File: src/rtl/lfsr_pkg.sv
// lfsr_pkg: shared types and constants for the lfsr64 sequencer/arbiter.
//   lfsr_state_t      : controller FSM state encoding
//   LFSR_W            : LFSR datapath width
//   LFSR_DEFAULT_SEED : seed substituted for an all-zero seed
package lfsr_pkg;

  typedef enum logic [1:0] {IDLE, LOAD, WARM, SERVE} lfsr_state_t;

  localparam int LFSR_W = 64;
  localparam logic [LFSR_W-1:0] LFSR_DEFAULT_SEED = 64'hACE1_0000_0000_0001;

endpackage

File: src/rtl/lfsr_ctrl_arb.sv
// rr_arbiter: round-robin arbiter with a rotating priority pointer.
//   clk     : clock, rising edge
//   reset   : synchronous, active-low; pointer returns to index 0
//   req     : per-requester request
//   advance : a grant is being taken this cycle; pointer moves past the winner
//   gnt     : combinational one-hot winner (all zero when req is zero)
module rr_arbiter #(
  parameter int N = 4
) (
  input  logic         clk,
  input  logic         reset,
  input  logic [N-1:0] req,
  input  logic         advance,
  output logic [N-1:0] gnt
);

  localparam int PW = (N > 1) ? $clog2(N) : 1;

  logic [PW-1:0] ptr;
  logic [PW-1:0] gnt_idx;
  logic [PW-1:0] idx;
  logic          found;

  // Search starts at ptr, which always holds the index after the last winner.
  always_comb begin
    gnt     = '0;
    gnt_idx = '0;
    idx     = '0;
    found   = 1'b0;
    for (int i = 0; i < N; i++) begin
      idx = PW'((int'(ptr) + i) % N);
      if (!found && req[idx]) begin
        found      = 1'b1;
        gnt[idx]   = 1'b1;
        gnt_idx    = idx;
      end
    end
  end

  always_ff @(posedge clk) begin
    if (!reset) begin
      ptr <= '0;
    end else if (advance) begin
      ptr <= (gnt_idx == PW'(N - 1)) ? '0 : gnt_idx + PW'(1);
    end
  end

endmodule

File: src/rtl/lfsr_ctrl.sv
// lfsr_ctrl: seeds one lfsr64 instance, runs a warm-up burst, then shares the
// LFSR among NREQ requesters, one 64-bit word per grant.
//   clk, reset          : clock and synchronous active-low reset
//   seed_in, seed_load  : seed value and (re)seed pulse
//   req / gnt           : level requests, registered one-hot grant pulse
//   rnd_out, rnd_valid  : word handed to the granted requester
//   ready               : controller is serving requests
//   lfsr_load, lfsr_seed, lfsr_en, lfsr_q : lfsr64 interface
//   lockup              : present only with LFSR_LOCKUP_DET_EN defined; pulses
//                         when a zero LFSR state is caught, which forces a reseed
//
// state | meaning
// IDLE  | waiting for seed_load
// LOAD  | lfsr_load asserted, seed (or default) presented to lfsr64
// WARM  | stepping lfsr64 WARMUP times, no grants
// SERVE | ready; round-robin grants, one LFSR step per grant
module lfsr_ctrl
  import lfsr_pkg::*;
#(
  parameter int                NREQ         = 4,
  parameter int                WARMUP       = 16,
  parameter logic [LFSR_W-1:0] DEFAULT_SEED = LFSR_DEFAULT_SEED
) (
  input  logic              clk,
  input  logic              reset,
  input  logic [LFSR_W-1:0] seed_in,
  input  logic              seed_load,
  input  logic [NREQ-1:0]   req,
  output logic [NREQ-1:0]   gnt,
  output logic [LFSR_W-1:0] rnd_out,
  output logic              rnd_valid,
  output logic              ready,
  output logic              lfsr_load,
  output logic [LFSR_W-1:0] lfsr_seed,
  output logic              lfsr_en,
  input  logic [LFSR_W-1:0] lfsr_q
`ifdef LFSR_LOCKUP_DET_EN
  ,
  output logic              lockup
`endif
);

  localparam logic [7:0] WARM_LAST = (WARMUP == 0) ? 8'd0 : 8'(WARMUP - 1);

  lfsr_state_t       state;
  logic [7:0]        warm_cnt;
  logic [LFSR_W-1:0] seed_reg;
  logic [NREQ-1:0]   arb_gnt;
  logic              grant_now;
  logic              lock_now;

`ifdef LFSR_LOCKUP_DET_EN
  assign lock_now = (state == SERVE) && (lfsr_q == '0) && !seed_load;
`else
  assign lock_now = 1'b0;
`endif

  // seed_load and a detected lockup both pre-empt any grant this cycle.
  assign grant_now = reset && (state == SERVE) && !seed_load && !lock_now && (|req);

  rr_arbiter #(.N(NREQ)) u_arb (
    .clk     (clk),
    .reset   (reset),
    .req     (req),
    .advance (grant_now),
    .gnt     (arb_gnt)
  );

  // The LFSR steps in the grant-decision cycle so a back-to-back grant
  // latches a fresh word on the following edge.
  assign ready     = (state == SERVE);
  assign lfsr_load = (state == LOAD);
  assign lfsr_en   = (state == WARM) || grant_now;
  assign lfsr_seed = lfsr_load ? ((seed_reg == '0) ? DEFAULT_SEED : seed_reg) : '0;

  always_ff @(posedge clk) begin
    if (!reset) begin
      state     <= IDLE;
      warm_cnt  <= '0;
      seed_reg  <= '0;
      gnt       <= '0;
      rnd_valid <= 1'b0;
      rnd_out   <= '0;
`ifdef LFSR_LOCKUP_DET_EN
      lockup    <= 1'b0;
`endif
    end else begin
      gnt       <= grant_now ? arb_gnt : '0;
      rnd_valid <= grant_now;
      if (grant_now) rnd_out <= lfsr_q;
`ifdef LFSR_LOCKUP_DET_EN
      lockup    <= lock_now;
`endif
      if (seed_load) begin
        state    <= LOAD;
        seed_reg <= seed_in;
        warm_cnt <= '0;
      end else begin
        case (state)
          IDLE:  state <= IDLE;
          LOAD: begin
            warm_cnt <= '0;
            state    <= (WARMUP == 0) ? SERVE : WARM;
          end
          WARM: begin
            if (warm_cnt == WARM_LAST) begin
              warm_cnt <= '0;
              state    <= SERVE;
            end else begin
              warm_cnt <= warm_cnt + 8'd1;
            end
          end
          SERVE: begin
            // A zeroed seed register makes the LOAD state present DEFAULT_SEED.
            if (lock_now) begin
              seed_reg <= '0;
              state    <= LOAD;
            end
          end
          default: state <= IDLE;
        endcase
      end
    end
  end

endmodule

File: config.mk
export PLATFORM = sky130hd
export DESIGN_NAME = lfsr_ctrl
export DESIGN_NICKNAME = d
export VERILOG_FILES = /design/src/rtl/lfsr_pkg.sv /design/src/rtl/lfsr_ctrl_arb.sv /design/src/rtl/lfsr_ctrl.sv
export SDC_FILE = /design/constraint.sdc
export NUM_CORES = 1
export LEC_CHECK = 0
export CORE_UTILIZATION = 38
export DETAILED_ROUTE_END_ITERATION = 8
export PLACE_DENSITY = 0.86
export SETUP_SLACK_MARGIN = 0.4
export SLEW_MARGIN = 20
export SYNTH_ARGS = -nofsm -noshare
export SYNTH_HDL_FRONTEND = slang
export SYNTH_SLANG_ARGS = --single-unit
File: constraint.sdc
create_clock -name clk -period 2.4 [get_ports clk]
set_input_delay 0.6 -clock clk [delete_from_list [all_inputs] [get_ports clk]]
set_output_delay 0.6 -clock clk [all_outputs]
set_load 0.1 [all_outputs]
==> qor.csv, run 1 <==
stage,metric,value,unit
layout,num-nets-final,1152,
setup_path,worstSetupStartpointType,register,
routing,first_pass_iters,4,
sta,finalMaxSlewViolations,0,
clock_tree,cts_sinks,145,
floorplan,dieWidth,130,um
yosys,synth_warnings,0,
pwr,ir_drop,0.000432,V
yosys,netlist_instances,698,
placement,dp_worst_setup_slack,-0.157,ns
sta,layout_min_cycle_time,2.84,ns
grt,grt_pass1_wl,31.3,mm
pwr,leakage,5.01,nW
run_status,status,"complete, but fails checks",
sta,hold_violations,0,
setup_path,critPathArrivalTime,2.24,ns
setup_path,end_kind,primary output,
yosys,synth_nets,842,
clock_tree,clk_latency,0.42,ns
placement,dp_hpwl,14.0,mm
layout,fillCellCount,1042,
sta,finClkSkew,0.00834,ns
routing,wl_per_cell,18.0,um
clock_tree,clockBufferDepth,2,
layout,area_delta_synth_final,81.7,%
routing,totalWireLength,22.3,mm
sta,fin_ws,-0.439,ns
clock_tree,cts_tree,built,
sta,finalCritPeriodShare,118,%
setup_path,required,1.80,ns
clock_tree,root_buffer,clkbuf_16,
yosys,synth.ff_latch_count,145,
yosys,ys_seq_area_share,46.4,%
grt,grt_max_degree,132,
floorplan,initial_utilization,39.1,%
grt,grt_overflow_total,0,
sta,timing.slew.headroom,24.7,%
sta,fmaxAchievable,0.352,GHz
setup_path,worstPathMaxFanout,9,
sta,worst_pin_slew,1.13,ns
routing,via_per_inst,5.03,
grt,antenna_found_initial,1,
routing,drc,0,
floorplan,rows,46,
yosys,syn-cell-area,0.00626,sq mm
setup_path,path_class,register to primary output,
clock_tree,cts.clk_slew.worst_paths,0.06,ns
floorplan,core_region_area,0.0160,sq mm
sta,setup-violations-final,9,
layout,multi_input_area,0.00352,sq mm
grt,grt_pass1_vias,5957,
grt,track_usage,24.2,%
layout,final_common_cell,dfxtp_1,
routing,ant_nets,0,
worst_hold_path,hold_class,register to register,
run_status,violations,negative setup slack,
pwr,p_per_area,568,mW/mm^2
layout,seq_area,0.00292,sq mm
sta,rsz0062_at_grt,yes,
floorplan,die_h,130,um
yosys,synth.distinct_cells,43,
yosys,avgSynthCellArea,8.97,sq um
routing,initialDrtViolationCount,266,
clock_tree,numCtsBuffers,17,
clock_tree,htree_levels,4,
floorplan,io_pins,271,
layout,drive_gt1_share,34.5,%
run,cap_violations,0,
routing,vias,6222,
placement,gp_congestion,0.792,
layout,mostFrequentLayoutCells,"dfxtp_1 (139), nand2_1 (130), clkdlybuf4s50_1 (128)",
placement,portBuffers,270,
clock_tree,cts_hold_buf,0,
layout,postLayoutCoreUtil,71.1,%
floorplan,die_area,0.0170,sq mm
-- cells by family after synthesis --
group / after synthesis / share of synthesized area [%]
adders and majority gates: 9 / 1.80
xor gates and xnor gates: 6 / 0.839
and+or+nand+nor: 377 / 31.0
DFF: 145 / 46.4
muxes: 70 / 12.1
buffers and inverters: 53 / 3.62
AOI/OAI and AO/OA: 38 / 4.24
-- through the flow --
step	instance area (sq um)	TNS, ns	hold WS, ns	power (mW)	std cells
after floorplan	6630	0	0.475	3.15	698
after global placement	10100	-5.34	0.441	3.60	1168
after detailed placement	10100	-4.76	0.445	3.62	1168
after CTS	11100	-3.58	0.455	6.44	1224
after global routing	11400	-4.56	0.467	6.67	1237
final	11400	-3.87	0.454	6.46	1238
-- Yosys cell counts (all sizes together) --
master / count / area [sq um]
o221ai: 1 / 8.76
inv: 6 / 22.5
nor4: 19 / 125
clkbuf: 32 / 120
nor2b: 68 / 433
o22a: 1 / 8.76
mux2: 1 / 11.3
o211ai: 2 / 15.0
or3: 2 / 12.5
and4b: 1 / 10.0
o311ai: 1 / 8.76
buf: 15 / 83.8
nor3: 2 / 10.0
nor3b: 1 / 12.5
dfxtp: 145 / 2900
ha: 9 / 113
nor2: 12 / 45.0
and4: 1 / 8.76
nand2b: 3 / 18.8
xnor2: 3 / 26.3
o21a: 12 / 90.1
o32ai: 1 / 8.76
o31ai: 1 / 7.51
and2: 55 / 344
mux2i: 65 / 651
mux4: 4 / 97.6
or2: 8 / 50.1
nand2: 130 / 488
o21ai: 2 / 10.0
a21oi: 8 / 40.0
and3: 2 / 12.5
nand3: 68 / 340
nand4: 5 / 31.3
xor2: 3 / 26.3
a22oi: 9 / 67.6
-- where the power goes --
part / total [mW] / internal (mW) / switching (mW)
registers: 2.55 / 2.48 / 0.0732
logic: 1.17 / 0.592 / 0.574
clock network: 2.75 / 1.69 / 1.06
-- critical path, stage by stage, from the launching register on --
cell     delay [ns]
dfxtp_1        0.36
nor4_2         0.40
nand4_1        0.24
nor4_4         0.31
buf_12         0.18
o21a_4         0.15
buf_12         0.17
-- per-layer routing --
layer	vias to the layer above	global-route usage, %	share of wire (%)
met5	-	0	0
met4	0	11.0	2.2
li1	2971	-	-
met3	33	8.61	9.0
met2	263	42.6	50
met1	2955	26.1	39
-- final timing paths --
kind / start / to / slack, ns / cells past startpoint
worst max-delay path: seed_reg[61] / lfsr_seed[63] / -0.44 / 6
worst min-delay path: rnd_out[29] / rnd_out[29] / 0.45 / 2
worst max register to register: u_arb.ptr[1] / u_arb.ptr[1] / 0.31 / 7
worst min register to register: rnd_out[29] / rnd_out[29] / 0.45 / 2
-- repair_timing --
item / CTS / global route
pin swaps: 21 / 13
setup buffers: 20 / 10
resized for setup: 48 / 20
endpoints found under the setup margin: 135 / 73
gates cloned: 5 / 2
-- cell type report --
cell class | count | area share, %
clock buffers | 19 | 3.98
flip-flops and latches | 145 | 25.7
multi-input cells | 500 | 31.0
inverters | 6 | 0.264
clock inverters | 12 | 1.38
diodes | 2 | 0.0440
repair buffers | 338 | 35.3
well taps | 216 | 2.38
Power figures use the tool's default switching activity.
==> run 2: changes to the inputs <==
--- a/config.mk
+++ b/config.mk
@@ -5,9 +5,11 @@
 export SDC_FILE = /design/constraint.sdc
 export NUM_CORES = 1
 export LEC_CHECK = 0
-export CORE_UTILIZATION = 38
+export CELL_PAD_IN_SITES_DETAIL_PLACEMENT = 0
+export CELL_PAD_IN_SITES_GLOBAL_PLACEMENT = 1
+export CORE_UTILIZATION = 31
 export DETAILED_ROUTE_END_ITERATION = 8
-export PLACE_DENSITY = 0.86
+export PLACE_DENSITY = 0.91
 export SETUP_SLACK_MARGIN = 0.4
 export SLEW_MARGIN = 20
 export SYNTH_ARGS = -nofsm -noshare
==> constraint.sdc (replaced) <==
create_clock -name clk -period 3 [get_ports clk]
set_input_delay 0.75 -clock clk [delete_from_list [all_inputs] [get_ports clk]]
set_output_delay 0.75 -clock clk [all_outputs]
set_load 0.1 [all_outputs]
==> run 2 against run 1 <==
Against the previous run:
- the run now ends clean
- via count is 7.5% lower
- sequential share of layout area is 1.7 points higher
- non-clock buffer count is 44 lower
- utilization is 17 points lower
- cell count is 0.16% higher
- count of clock-buffer cells in the layout is 1 lower
- design area is 6.8% lower
- clock power is 20% lower
- first-iteration DRC count is 38% lower
- register-to-register slack better by 0.34 ns
- combinational power is 32% lower
- largest cell class unchanged
==> qor.csv, run 2 (synthesis results as in run 1) <==
stage,metric,value,unit,change
run_status,status,completed,,
sta,tns,0,ns,+3.87 ns
layout,design_area,0.0106,sq mm,-6.8%
routing,first_pass_iters,4,,unchanged
sta,finClkSkew,0.00531,ns,-0.00303 ns
setup_path,critPathArrivalTime,2.17,ns,-0.07 ns
worst_hold_path,hold_class,register to register,,
clock_tree,clk_latency,0.41,ns,about the same
setup_path,worstPathCellList,nor4_4 -> buf_4 -> nand4_1 -> nor4_2 -> buf_4 -> o21a_4 -> buf_12,,
pwr,p_per_area,476,mW/mm^2,-16%
pwr,power.share.sequential,40.4,%,+0.9 points
layout,area_delta_synth_final,69.4,%,
layout,num-nets-final,1108,,-3.8%
sta,layout_min_cycle_time,2.92,ns,
layout,postLayoutCoreUtil,54.0,%,-17 points
clock_tree,root_buffer,clkbuf_16,,
routing,initialDrtViolationCount,165,,-38%
sta,rsz0062_at_grt,yes,,
grt,grt_overflow_total,0,,unchanged
grt,antenna_found_initial,0,,-1
routing,ant_nets,0,,unchanged
floorplan,dieWidth,144,um,+11%
layout,mostFrequentLayoutCells,"dfxtp_1 (141), nand2_1 (130), clkdlybuf4s50_1 (128)",,
floorplan,io_pins,271,,unchanged
pwr,p_total,5.05,mW,-22%
layout,antennaDiodeCount,0,,-2
setup_path,worstSetupStartpointType,register,,
layout,final_common_cell,dfxtp_1,,
placement,place_area,0.00978,sq mm,-3.3%
sta,worst_pin_slew,0.597,ns,-0.533 ns
setup_path,worstPathMaxFanout,6,,-3
sta,hold_violations,0,,unchanged
placement,placed_cells,1203,,+3.0%
pwr,ir_drop,0.000378,V,-13%
sta,worst_hold_slack,0.451,ns,-0.00319 ns
pwr,switching_share,25.5,%,-0.91 points
floorplan,core_region_area,0.0197,sq mm,+23%
clock_tree,cts_hold_buf,0,,unchanged
routing,totalWireLength,19.3,mm,-13%
setup_path,cpPeakStageDelay,0.34,ns,-0.06 ns
routing,drc,0,,unchanged
clock_tree,cts_tree,built,,
placement,dp_hpwl,13.4,mm,-4.2%
grt,grt_pass1_wl,29.3,mm,-6.4%
clock_tree,numCtsBuffers,17,,unchanged
layout,stdcell_count,1240,,+0.16%
routing,via_per_inst,4.64,,-7.6%
pwr,intPower,3.76,mW,-21%
layout,drive_gt1_share,29.1,%,-5.4 points
setup_path,crit_path_frequent_cell,buf_4,,
pwr,leakage,4.63,nW,-7.5%
pwr,clock_power_share,43.8,%,+1.3 points
sta,fin_ws,0.0803,ns,+0.520 ns
grt,track_usage,18.6,%,-5.7 points
floorplan,initial_utilization,31.9,%,-7.3 points
sta,finalMaxSlewViolations,0,,unchanged
placement,gp_congestion,0.814,,+2.9%
run,cap_violations,0,,unchanged
placement,dp_worst_setup_slack,-0.0173,ns,+0.140 ns
floorplan,rows,51,,+11%
clock_tree,cts_sinks,145,,unchanged
floorplan,die_h,144,um,+11%
clock_tree,clockBufferDepth,2,,unchanged
setup_path,rr_worst_depth,7,,unchanged
routing,wl_per_cell,15.6,um,-13%
setup_path,required,2.25,ns,+0.45 ns
pwr,p_switching,1.29,mW,-25%
sta,finalCritPeriodShare,97.3,%,
floorplan,die_area,0.0208,sq mm,+22%
setup_path,end_kind,primary output,,
setup_path,path_class,register to primary output,,
pwr,p_comb_share,15.8,%,-2.2 points
grt,grt_pass1_vias,5648,,-5.2%
sta,fmaxAchievable,0.342,GHz,
clock_tree,htree_levels,4,,unchanged
placement,portBuffers,270,,unchanged
sta,timing.slew.headroom,60.2,%,+36 points
routing,vias,5757,,-7.5%
setup_path,cp_slowest_cell,dfxtp_2,,
sta,setup-violations-final,0,,-9
grt,grt_max_degree,132,,unchanged
worst_hold_path,hold_depth,2,,unchanged
clock_tree,cts.clk_slew.worst_paths,0.06,ns,about the same
==> run 2: critical path: cells and delay by family, from the launching register on <==
kind	cells	cell delay [ns]
simple gates	3	0.71
buf+inv	3	0.56
flops	1	0.34
compound gates	1	0.15
==> run 2: routing by layer <==
metal / track usage, % / share of wire, % / up-vias
met1: 21.8 / 42 / 2624
met5: 0 / 0 / -
met3: 7.98 / 11 / 21
li1: - / - / 2869
met2: 30.2 / 45 / 243
met4: 6.27 / 1.8 / 0
==> run 2: final cells by class <==
| type | count | area (sq um) |
|---|---|---|
| fill | 1752 | 9050 |
| timing repair buffer | 294 | 3370 |
| multi-input combinational | 500 | 3360 |
| sequential | 145 | 2910 |
| clock buffer | 18 | 429 |
| tap | 265 | 332 |
| clock inverter | 12 | 184 |
| inverter | 6 | 22.5 |
==> run 2: what timing repair did <==
action                                  4_1_cts  5_1_grt
buffers inserted                              4        3
endpoints found under the setup margin       65       55
pin swaps                                     4        2
gates resized for setup                      20       17
==> run 2: worst paths after layout <==
| check | from | end | slack, ns |
|---|---|---|---|
| max | seed_reg[22] | lfsr_seed[59] | 0.08 |
| min | rnd_out[34] | rnd_out[34] | 0.45 |
| max reg2reg | u_arb.ptr[1] | gnt[3] | 0.65 |
| min reg2reg | rnd_out[34] | rnd_out[34] | 0.45 |
==> run 2: power by group through the flow <==
stage / clock network (mW) / logic [mW] / registers, mW
after floorplan: 0 / 0.389 / 2.09
after global placement: 0 / 0.767 / 2.07
after detailed placement: 0 / 0.773 / 2.07
after CTS: 2.29 / 0.793 / 2.03
after global routing: 2.38 / 0.844 / 2.04
final: 2.21 / 0.798 / 2.04
==> run 3: changes to the inputs <==
--- a/config.mk
+++ b/config.mk
@@ -5,10 +5,12 @@
 export SDC_FILE = /design/constraint.sdc
 export NUM_CORES = 1
 export LEC_CHECK = 0
+export ABC_CLOCK_PERIOD_IN_PS = 3000
 export CELL_PAD_IN_SITES_DETAIL_PLACEMENT = 0
 export CELL_PAD_IN_SITES_GLOBAL_PLACEMENT = 1
 export CORE_UTILIZATION = 31
 export DETAILED_ROUTE_END_ITERATION = 8
+export HOLD_SLACK_MARGIN = 0.06
 export PLACE_DENSITY = 0.91
 export SETUP_SLACK_MARGIN = 0.4
 export SLEW_MARGIN = 20
==> results of run 3 <==
Final layout, timing and power as in run 2 (identical DEF).
